`src/rtl/eeg_pea_eng_din_gen.sv`:
```
// DIN stream feeder: fetches activations from ARAM and emits (activation, weight) tuples
// in PE accumulation order, optionally skipping zero-weight taps.
module eeg_pea_eng_din_gen #(
    parameter int unsigned DATA_ACT_DW = 8,
    parameter int unsigned DATA_WEI_DW = 8,
    parameter int unsigned ARAM_ADD_AW = 10,
    parameter int unsigned CONV_WEI_DW = 3
) (
    input  logic                   clk_i,
    input  logic                   rst_i,
    input  logic                   cfg_start_i,
    input  logic [ARAM_ADD_AW-1:0] cfg_act_base_i,
    input  logic [ARAM_ADD_AW:0]   cfg_act_len_i,
    input  logic [CONV_WEI_DW-1:0] cfg_conv_wei_i,
    input  logic                   cfg_wei_skp_i,
    input  logic                   wei_ld_vld_i,
    input  logic [CONV_WEI_DW-1:0] wei_ld_idx_i,
    input  logic [DATA_WEI_DW-1:0] wei_ld_dat_i,
    output logic                   is_idle_o,
    output logic                   done_o,
    output logic                   aram_ren_o,
    output logic [ARAM_ADD_AW-1:0] aram_add_o,
    input  logic [DATA_ACT_DW-1:0] aram_dat_i,
    output logic                   din_vld_o,
    input  logic                   din_rdy_i,
    output logic                   act_lst_o,
    output logic                   wei_lst_o,
    output logic [DATA_ACT_DW-1:0] act_dat_o,
    output logic [ARAM_ADD_AW-1:0] act_add_o,
    output logic [DATA_WEI_DW-1:0] wei_dat_o,
    output logic [CONV_WEI_DW-1:0] wei_idx_o
);

    localparam int unsigned Depth = 2 ** CONV_WEI_DW;

    typedef enum logic [1:0] {StIdle, StRun, StFin} state_e;

    state_e                 st_q, st_d;
    logic [DATA_WEI_DW-1:0] wei_q  [Depth];
    logic [DATA_WEI_DW-1:0] wrun_q [Depth];
    logic [Depth-1:0]       tap_q, tap_d, tap_new;
    logic [CONV_WEI_DW-1:0] wfst_q, wfst_d, wlst_q, wlst_d, ptr_q, ptr_d;
    logic [CONV_WEI_DW-1:0] fst_new, lst_new, nxt;
    logic                   found;
    logic [ARAM_ADD_AW-1:0] base_q, base_d;
    logic [ARAM_ADD_AW:0]   len_q, len_d, fcnt_q, fcnt_d, acnt_q, acnt_d;
    logic                   rd_q;
    logic [1:0]             occ_q, occ_d, occ_pop;
    logic [DATA_ACT_DW-1:0] abuf_q [2];
    logic [DATA_ACT_DW-1:0] abuf_d [2];
    logic                   hs, pop, aram_ren;
    logic [2:0]             pend;

    logic                   is_idle_q, done_q, vld_q, act_lst_q, wei_lst_q;
    logic [DATA_ACT_DW-1:0] act_dat_q;
    logic [ARAM_ADD_AW-1:0] act_add_q;
    logic [DATA_WEI_DW-1:0] wei_dat_q;
    logic [CONV_WEI_DW-1:0] wei_idx_q;

    // Tap set for a run is decided from the file contents before any same-cycle load.
    always_comb begin
        tap_new = '0;
        for (int k = 0; k < int'(Depth); k++) begin
            tap_new[k] = (CONV_WEI_DW'(k) < cfg_conv_wei_i) &&
                         (!cfg_wei_skp_i || (wei_q[k] != '0));
        end
        if (tap_new == '0) tap_new[0] = 1'b1;
        fst_new = '0;
        lst_new = '0;
        for (int k = int'(Depth) - 1; k >= 0; k--) begin
            if (tap_new[k]) fst_new = CONV_WEI_DW'(k);
        end
        for (int k = 0; k < int'(Depth); k++) begin
            if (tap_new[k]) lst_new = CONV_WEI_DW'(k);
        end
    end

    always_comb begin
        nxt   = ptr_q;
        found = 1'b0;
        for (int k = 0; k < int'(Depth); k++) begin
            if (!found && tap_q[k] && (CONV_WEI_DW'(k) > ptr_q)) begin
                nxt   = CONV_WEI_DW'(k);
                found = 1'b1;
            end
        end
    end

    assign hs       = vld_q & din_rdy_i;
    assign pop      = hs & (ptr_q == wlst_q);
    // Buffered plus in-flight entries after this cycle's pop must leave room for one more.
    assign pend     = {1'b0, occ_q} + {2'b0, rd_q} - {2'b0, pop};
    assign aram_ren = (st_q == StRun) && (fcnt_q < len_q) && (pend < 3'd2);

    always_comb begin
        st_d   = st_q;
        tap_d  = tap_q;
        wfst_d = wfst_q;
        wlst_d = wlst_q;
        ptr_d  = ptr_q;
        base_d = base_q;
        len_d  = len_q;
        fcnt_d = fcnt_q;
        acnt_d = acnt_q;
        unique case (st_q)
            StIdle: begin
                if (cfg_start_i) begin
                    base_d = cfg_act_base_i;
                    len_d  = cfg_act_len_i;
                    tap_d  = tap_new;
                    wfst_d = fst_new;
                    wlst_d = lst_new;
                    ptr_d  = fst_new;
                    fcnt_d = '0;
                    acnt_d = '0;
                    st_d   = (cfg_act_len_i == '0) ? StFin : StRun;
                end
            end
            StRun: begin
                if (aram_ren) fcnt_d = fcnt_q + 1'b1;
                if (hs) ptr_d = pop ? wfst_q : nxt;
                if (pop) acnt_d = acnt_q + 1'b1;
                if (hs && act_lst_q && wei_lst_q) st_d = StFin;
            end
            StFin:   st_d = StIdle;
            default: st_d = StIdle;
        endcase
    end

    // Two-entry shift FIFO: entry 0 is always the head.
    always_comb begin
        occ_pop   = occ_q - {1'b0, pop};
        abuf_d[0] = pop ? abuf_q[1] : abuf_q[0];
        abuf_d[1] = abuf_q[1];
        if (rd_q) begin
            if (occ_pop == 2'd0) abuf_d[0] = aram_dat_i;
            else                 abuf_d[1] = aram_dat_i;
        end
        occ_d = occ_pop + {1'b0, rd_q};
    end

    always_ff @(posedge clk_i) begin
        if (rst_i) begin
            for (int k = 0; k < int'(Depth); k++) begin
                wei_q[k]  <= '0;
                wrun_q[k] <= '0;
            end
        end else begin
            if (st_q == StIdle && wei_ld_vld_i) wei_q[wei_ld_idx_i] <= wei_ld_dat_i;
            if (st_q == StIdle && cfg_start_i) wrun_q <= wei_q;
        end
    end

    // Outputs are registered from next-state values so they hold still during a stall.
    always_ff @(posedge clk_i) begin
        if (rst_i) begin
            st_q      <= StIdle;
            tap_q     <= '0;
            wfst_q    <= '0;
            wlst_q    <= '0;
            ptr_q     <= '0;
            base_q    <= '0;
            len_q     <= '0;
            fcnt_q    <= '0;
            acnt_q    <= '0;
            rd_q      <= 1'b0;
            occ_q     <= '0;
            abuf_q[0] <= '0;
            abuf_q[1] <= '0;
            is_idle_q <= 1'b1;
            done_q    <= 1'b0;
            vld_q     <= 1'b0;
            act_lst_q <= 1'b0;
            wei_lst_q <= 1'b0;
            act_dat_q <= '0;
            act_add_q <= '0;
            wei_dat_q <= '0;
            wei_idx_q <= '0;
        end else begin
            st_q      <= st_d;
            tap_q     <= tap_d;
            wfst_q    <= wfst_d;
            wlst_q    <= wlst_d;
            ptr_q     <= ptr_d;
            base_q    <= base_d;
            len_q     <= len_d;
            fcnt_q    <= fcnt_d;
            acnt_q    <= acnt_d;
            rd_q      <= aram_ren;
            occ_q     <= occ_d;
            abuf_q[0] <= abuf_d[0];
            abuf_q[1] <= abuf_d[1];
            is_idle_q <= (st_d == StIdle);
            done_q    <= (st_d == StFin);
            vld_q     <= (st_d == StRun) && (occ_d != '0);
            act_lst_q <= (acnt_d == len_d - 1'b1);
            wei_lst_q <= (ptr_d == wlst_d);
            act_dat_q <= abuf_d[0];
            act_add_q <= acnt_d[ARAM_ADD_AW-1:0];
            wei_dat_q <= wrun_q[ptr_d];
            wei_idx_q <= ptr_d;
        end
    end

    assign is_idle_o  = is_idle_q;
    assign done_o     = done_q;
    assign aram_ren_o = aram_ren;
    assign aram_add_o = base_q + fcnt_q[ARAM_ADD_AW-1:0];
    assign din_vld_o  = vld_q;
    assign act_lst_o  = act_lst_q;
    assign wei_lst_o  = wei_lst_q;
    assign act_dat_o  = act_dat_q;
    assign act_add_o  = act_add_q;
    assign wei_dat_o  = wei_dat_q;
    assign wei_idx_o  = wei_idx_q;

endmodule
```
`config.mk`:
```
export PLATFORM = sky130hd
export DESIGN_NAME = eeg_pea_eng_din_gen
export DESIGN_NICKNAME = d
export VERILOG_FILES = /design/src/rtl/eeg_pea_eng_din_gen.sv
export SDC_FILE = /design/constraint.sdc
export NUM_CORES = 1
export LEC_CHECK = 0
export ABC_AREA = 1
export BUFFER_PORTS_ARGS = -buffer_cell sky130_fd_sc_hd__buf_2
export CAP_MARGIN = 20
export CORE_MARGIN = 2
export CORE_UTILIZATION = 60
export CTS_BUF_LIST = sky130_fd_sc_hd__clkbuf_16
export DETAILED_ROUTE_END_ITERATION = 8
export HOLD_SLACK_MARGIN = 0.12
export PLACE_DENSITY = 0.76
export SETUP_SLACK_MARGIN = 0.3
export SLEW_MARGIN = 10
export SYNTH_ARGS = -nofsm -noshare
export SYNTH_HDL_FRONTEND = slang
export SYNTH_SLANG_ARGS = --single-unit
```
`constraint.sdc`:
```
create_clock -name clk_i -period 6.2 [get_ports clk_i]
set_input_delay 1.86 -clock clk_i [delete_from_list [all_inputs] [get_ports clk_i]]
set_output_delay 1.86 -clock clk_i [all_outputs]
set_load 0.01 [all_outputs]
```
Yosys cells after proc, flatten, opt, wreduce, memory -nomap -nowiden
Memory sizes are Yosys's and may differ from the RTL's.
Index checks and enable logic that the tools add are counted.
Storage, ports and cells
  memories: 1
  input port bits: 49
  memory bits (writable): 16
  output and inout port bits: 45
  register bits after elaboration: 224
Memory list
  abuf_q: depth 2, bits a word 8, rd ports 2, clocked after memory_dff 0, write ports 2, line 49  | logic [DATA_ACT_DW-1:0] abuf_q [2];
Cells by class
  bitwise logic cells: 6
  $add $sub $neg: 8
  muxes and demuxes: 64
  reductions and logical operators: 64
  equal/unequal tests: 8
  order comparisons: 21
Operators with widths (count)
  $mux 3: 27
  $mux 11: 6
  $bwmux 64: 1
  $mux 8: 8
  $reduce_bool 8->1: 8
  $pmux 11 s2: 2
  $logic_and 1x1->1: 31
  $bmux 8 s3: 1
  $demux 8 s3: 1
  $add 11x1->11 const B: 2
  $mux 16: 1
  $gt 3x3->1 const A: 4
  $lt 3x3->1 const A: 4
  $mux 1: 12
  $eq 11x11->1: 1
  $logic_not 11->1: 1
  $lt 11x11->1: 1
  $sub 11x1->11 const B: 1
  $add 10x10->10: 1
  $ge 4x4->1 const B: 2
  $logic_not 1->1: 8
  $logic_not 8->1: 1
  $logic_or 1x1->1: 8
  $not 3->4: 2
  23 further kinds: 37

Logic depth before layout (Yosys ltp)
  word-level depth: 38
  depth in mapped cells: 21
  gate-level depth less buffers: 20

Worst setup path before layout
OpenSTA, ideal clock, no wires.
  path kind: in2out
  from: input din_rdy_i
  to: output aram_ren_o
  data arrival time: 4.049 ns
  data required time: 4.340 ns
  cell stages on the path: 12
  slack: 0.291 ns
  path through: nand2_1 a21oi_2 nand2_2 inv_2 buf_2 ha_1 or2_2 fa_1 inv_1 nor2_1 and3b_1 nor3b_1
On the way
  longest elaborated chain between the ends: 5
RTL lines
  from (decl): line 25  | input logic din_rdy_i,
  $and 1x1->1: line 89  | assign hs = vld_q & din_rdy_i;
  $and 1x1->1: line 90  | assign pop = hs & (ptr_q == wlst_q);
  $sub 3x1->3: line 92  | assign pend = {1'b0, occ_q} + {2'b0, rd_q} - {2'b0, pop};
  $lt 3x2->1: line 93  | assign aram_ren = (st_q == StRun) && (fcnt_q < len_q) && (pend < 3'd2);
  $logic_and 1x1->1: line 93
  to (decl): line 21  | output logic aram_ren_o,
Every way passes these cells.

Final worst setup path
Ends and elaborated chain as after synthesis.

==> results_dict.tcl <==
set metrics [dict create \
    status "finished clean" \
    dominantRegCellSynth "dfxtp_1" \
    max-cap-violations 0 \
    worst_pin_slew_ps 957 \
    seq_area_frac_synth_pct 40.9 \
    insertion_delay_ps 530 \
    yosysTopAreaCell "dfxtp_1" \
    antenna_found_initial 0 \
    required_ps 4340 \
    synthAdderAreaFrac_pct 3.27 \
    grt_pass1_wl_um 43900 \
    num_vias 9815 \
    viasPerCell 5.37 \
    crit_type "input pin to primary output" \
    area_growth_pct 10.8 \
    clk_pin_slew_ps 60 \
    yosysWarnings 0 \
    routed_wirelength_um 27000 \
    drt-pass1-iter-count 5 \
    p_per_area_nw_per_um2 290 \
    syn_area_per_cell_sq_um 7.00 \
    die_area_sq_um 19100 \
    fin_cells 1828 \
    drc 0 \
    initial_utilization_pct 60.6 \
    r2r.worst_path.cells 17 \
    grtUsageTotal_pct 27.5 \
    min-delay-start "abuf_q[0][14]" \
    fillCellCount 1602 \
    cp.arrival_ps 3920 \
    cts_sinks 220 \
    synth-seq-cells 220 \
    yosys.cell_types.count 47 \
    final_antenna_net_count 0 \
    period_minus_slack_ps 5780 \
    syn-cell-area_sq_um 10800 \
    layout_common_cells "nor2_1, dfxtp_1, nand2_1" \
    postSynthCellCount 1539 \
    rsz0062_at_grt "false" \
    core_area_sq_um 17800 \
    final_common_cell "nor2_1" \
    grt_start_max_net_pins 95 \
    synth_simple_gate_area_share_pct 24.5 \
    whs_path_depth 2 \
    holdPathEnd "abuf_q[0][14]" \
    h-tree-depth 1 \
    holdWs_ps 447 \
    rrSetupSlack_ps 2490 \
    final_core_util_pct 67.2 \
    overflow 0 \
    finalSetupTns_ps 0 \
    r2r_end "fcnt_q[8]" \
    ir_drop_v 0.000241 \
    dp_cells 1785 \
    synth_compound_area_share_pct 17.3 \
    io_pins 94 \
    cts_tree "yes" \
    maxSlewViolCount 0 \
    synthMuxAreaShare_pct 0 \
    drt-initial-drc-count 631 \
    synth_top_family_by_area "simple AND/OR/NAND/NOR gates" \
    leakage_nw 5.63 \
    drive_above_1_share_pct 10.6 \
    cts_max_path_buffers 3 \
    max_freq_mhz 173 \
    fp.dieW_um 138 \
    final_net_count 1659 \
    dp_hpwl_um 18300 \
    synthXorXnorAreaFrac_pct 2.75 \
    numCtsBuffers 24 \
    antennaDiodeCount 0 \
    finClkSkew_ps 16.3 \
    syn-num-nets 1615 \
    setup_violations 0 \
    finalHoldViolCount 0 \
    grt_pass1_vias 9026 \
    end_kind "primary output" \
    synth_area_leaders "dfxtp_1, o21ai_0, nor2_1" \
    root_buffer "clkbuf_16" \
    synth_top_area_share_pct 40.9 \
    die_y_um 138 \
    fin_crit_sh_pct 93.2 \
    min_path_type "flop to flop" \
    startpoint_type "input pin" \
    wl_per_cell_um 14.8 \
    reg2reg_from "wei_idx_o[1]" \
    cp_max_fo 4 \
    maxSlewHeadroom_pct 36.2 \
    io_buffer_count 93 \
    synth_edf_count 0 \
    row_count 49 \
    synth_async_sr_flop_share_pct 0 \
    gp_congestion 0.865 \
]
-- sequential cells by signal, indices dropped and copies added, names as in the netlist, 3 cells and up --
signal	flops
wrun_q	64
wei_q	64
abuf_q	8
len_q	11
tap_q	6
wei_dat_o	8
fcnt_q	11
wlst_q	3
acnt_q	11
base_q	10
act_dat_o	8
wei_idx_o	3
wfst_q	3
-- final cells by class --
cell class | count | area [sq um] | area share (%)
clock buffer | 24 | 601 | 5.03
tap | 229 | 287 | 2.40
multi-input combinational | 1031 | 5180 | 43.4
timing repair buffer | 104 | 548 | 4.59
clock inverter | 18 | 160 | 1.34
inverter | 202 | 762 | 6.38
sequential | 220 | 4400 | 36.9
-- synthesized netlist by cell type, types with 5 or more instances --
cell type / instances
a21oi_1: 115
buf_1: 12
buf_2: 9
buf_4: 21
buf_6: 5
clkbuf_1: 39
dfxtp_1: 220
ha_1: 25
inv_1: 195
nand2_1: 218
nand3_1: 107
nand3_2: 5
nand3b_1: 6
nand4_1: 6
nor2_1: 235
nor3_1: 15
o211ai_1: 8
o21ai_0: 198
o21ai_1: 8
o21bai_1: 9
xnor2_1: 8
xor2_1: 24
-- stage by stage --
step           setup WS (ps)  cell area, sq um  power [mW]
2_1_floorplan            419             10800        1.96
3_3_place_gp             396             11200        2.08
3_5_place_dp             377             11200        2.10
4_1_cts                  348             11900        3.48
5_1_grt                  298             11900        3.62
6_report                 421             11900        3.46
-- layer usage --
metal | up-vias | share of wire, % | GRT usage [%]
met3 | 56 | 5.9 | 3.60
li1 | 5040 | - | -
met5 | - | 0 | 0
met4 | 0 | 2.6 | 9.08
met1 | 4423 | 44 | 36.4
met2 | 296 | 47 | 46.9
-- critical path, stage by stage --
cell     delay (ps)
buf_2            80
nand2_2          70
a21oi_4         160
nand2_2          80
inv_2            60
ha_1            210
or2_2           300
fa_1            370
inv_1            80
nor2_1           40
and3b_1         230
nor3b_4         210
buf_2           160
-- report_power, final --
| group | internal [mW] | switching, mW | leakage [nW] |
|---|---|---|---|
| sequential | 1.50 | 0.0390 | 1.80 |
| clock | 0.823 | 0.562 | 0.403 |
| combinational | 0.179 | 0.359 | 3.43 |
-- logic make-up after synthesis --
| family | after synthesis |
|---|---|
| xor+xnor | 33 |
| simple gates | 617 |
| buf+inv | 288 |
| flops | 220 |
| compound gates | 354 |
| fa+ha+maj | 27 |
-- how the worst max path moves through the flow --
stage	startpoint	endpoint	depth (start not counted)
floorplan	din_rdy_i	aram_ren_o	12
global route	din_rdy_i	aram_ren_o	13
CTS	din_rdy_i	aram_ren_o	13
finish	din_rdy_i	aram_ren_o	13
detailed placement	din_rdy_i	aram_ren_o	13
global placement	din_rdy_i	aram_ren_o	13
-- timing repair --
action,in CTS,in global routing
hold endpoints to repair,0,0
setup buffers,0,1
endpoints found under the setup margin,0,1
hold buffers,0,0
resized for setup,0,3
Note: power is estimated with default switching activity, not from simulation.
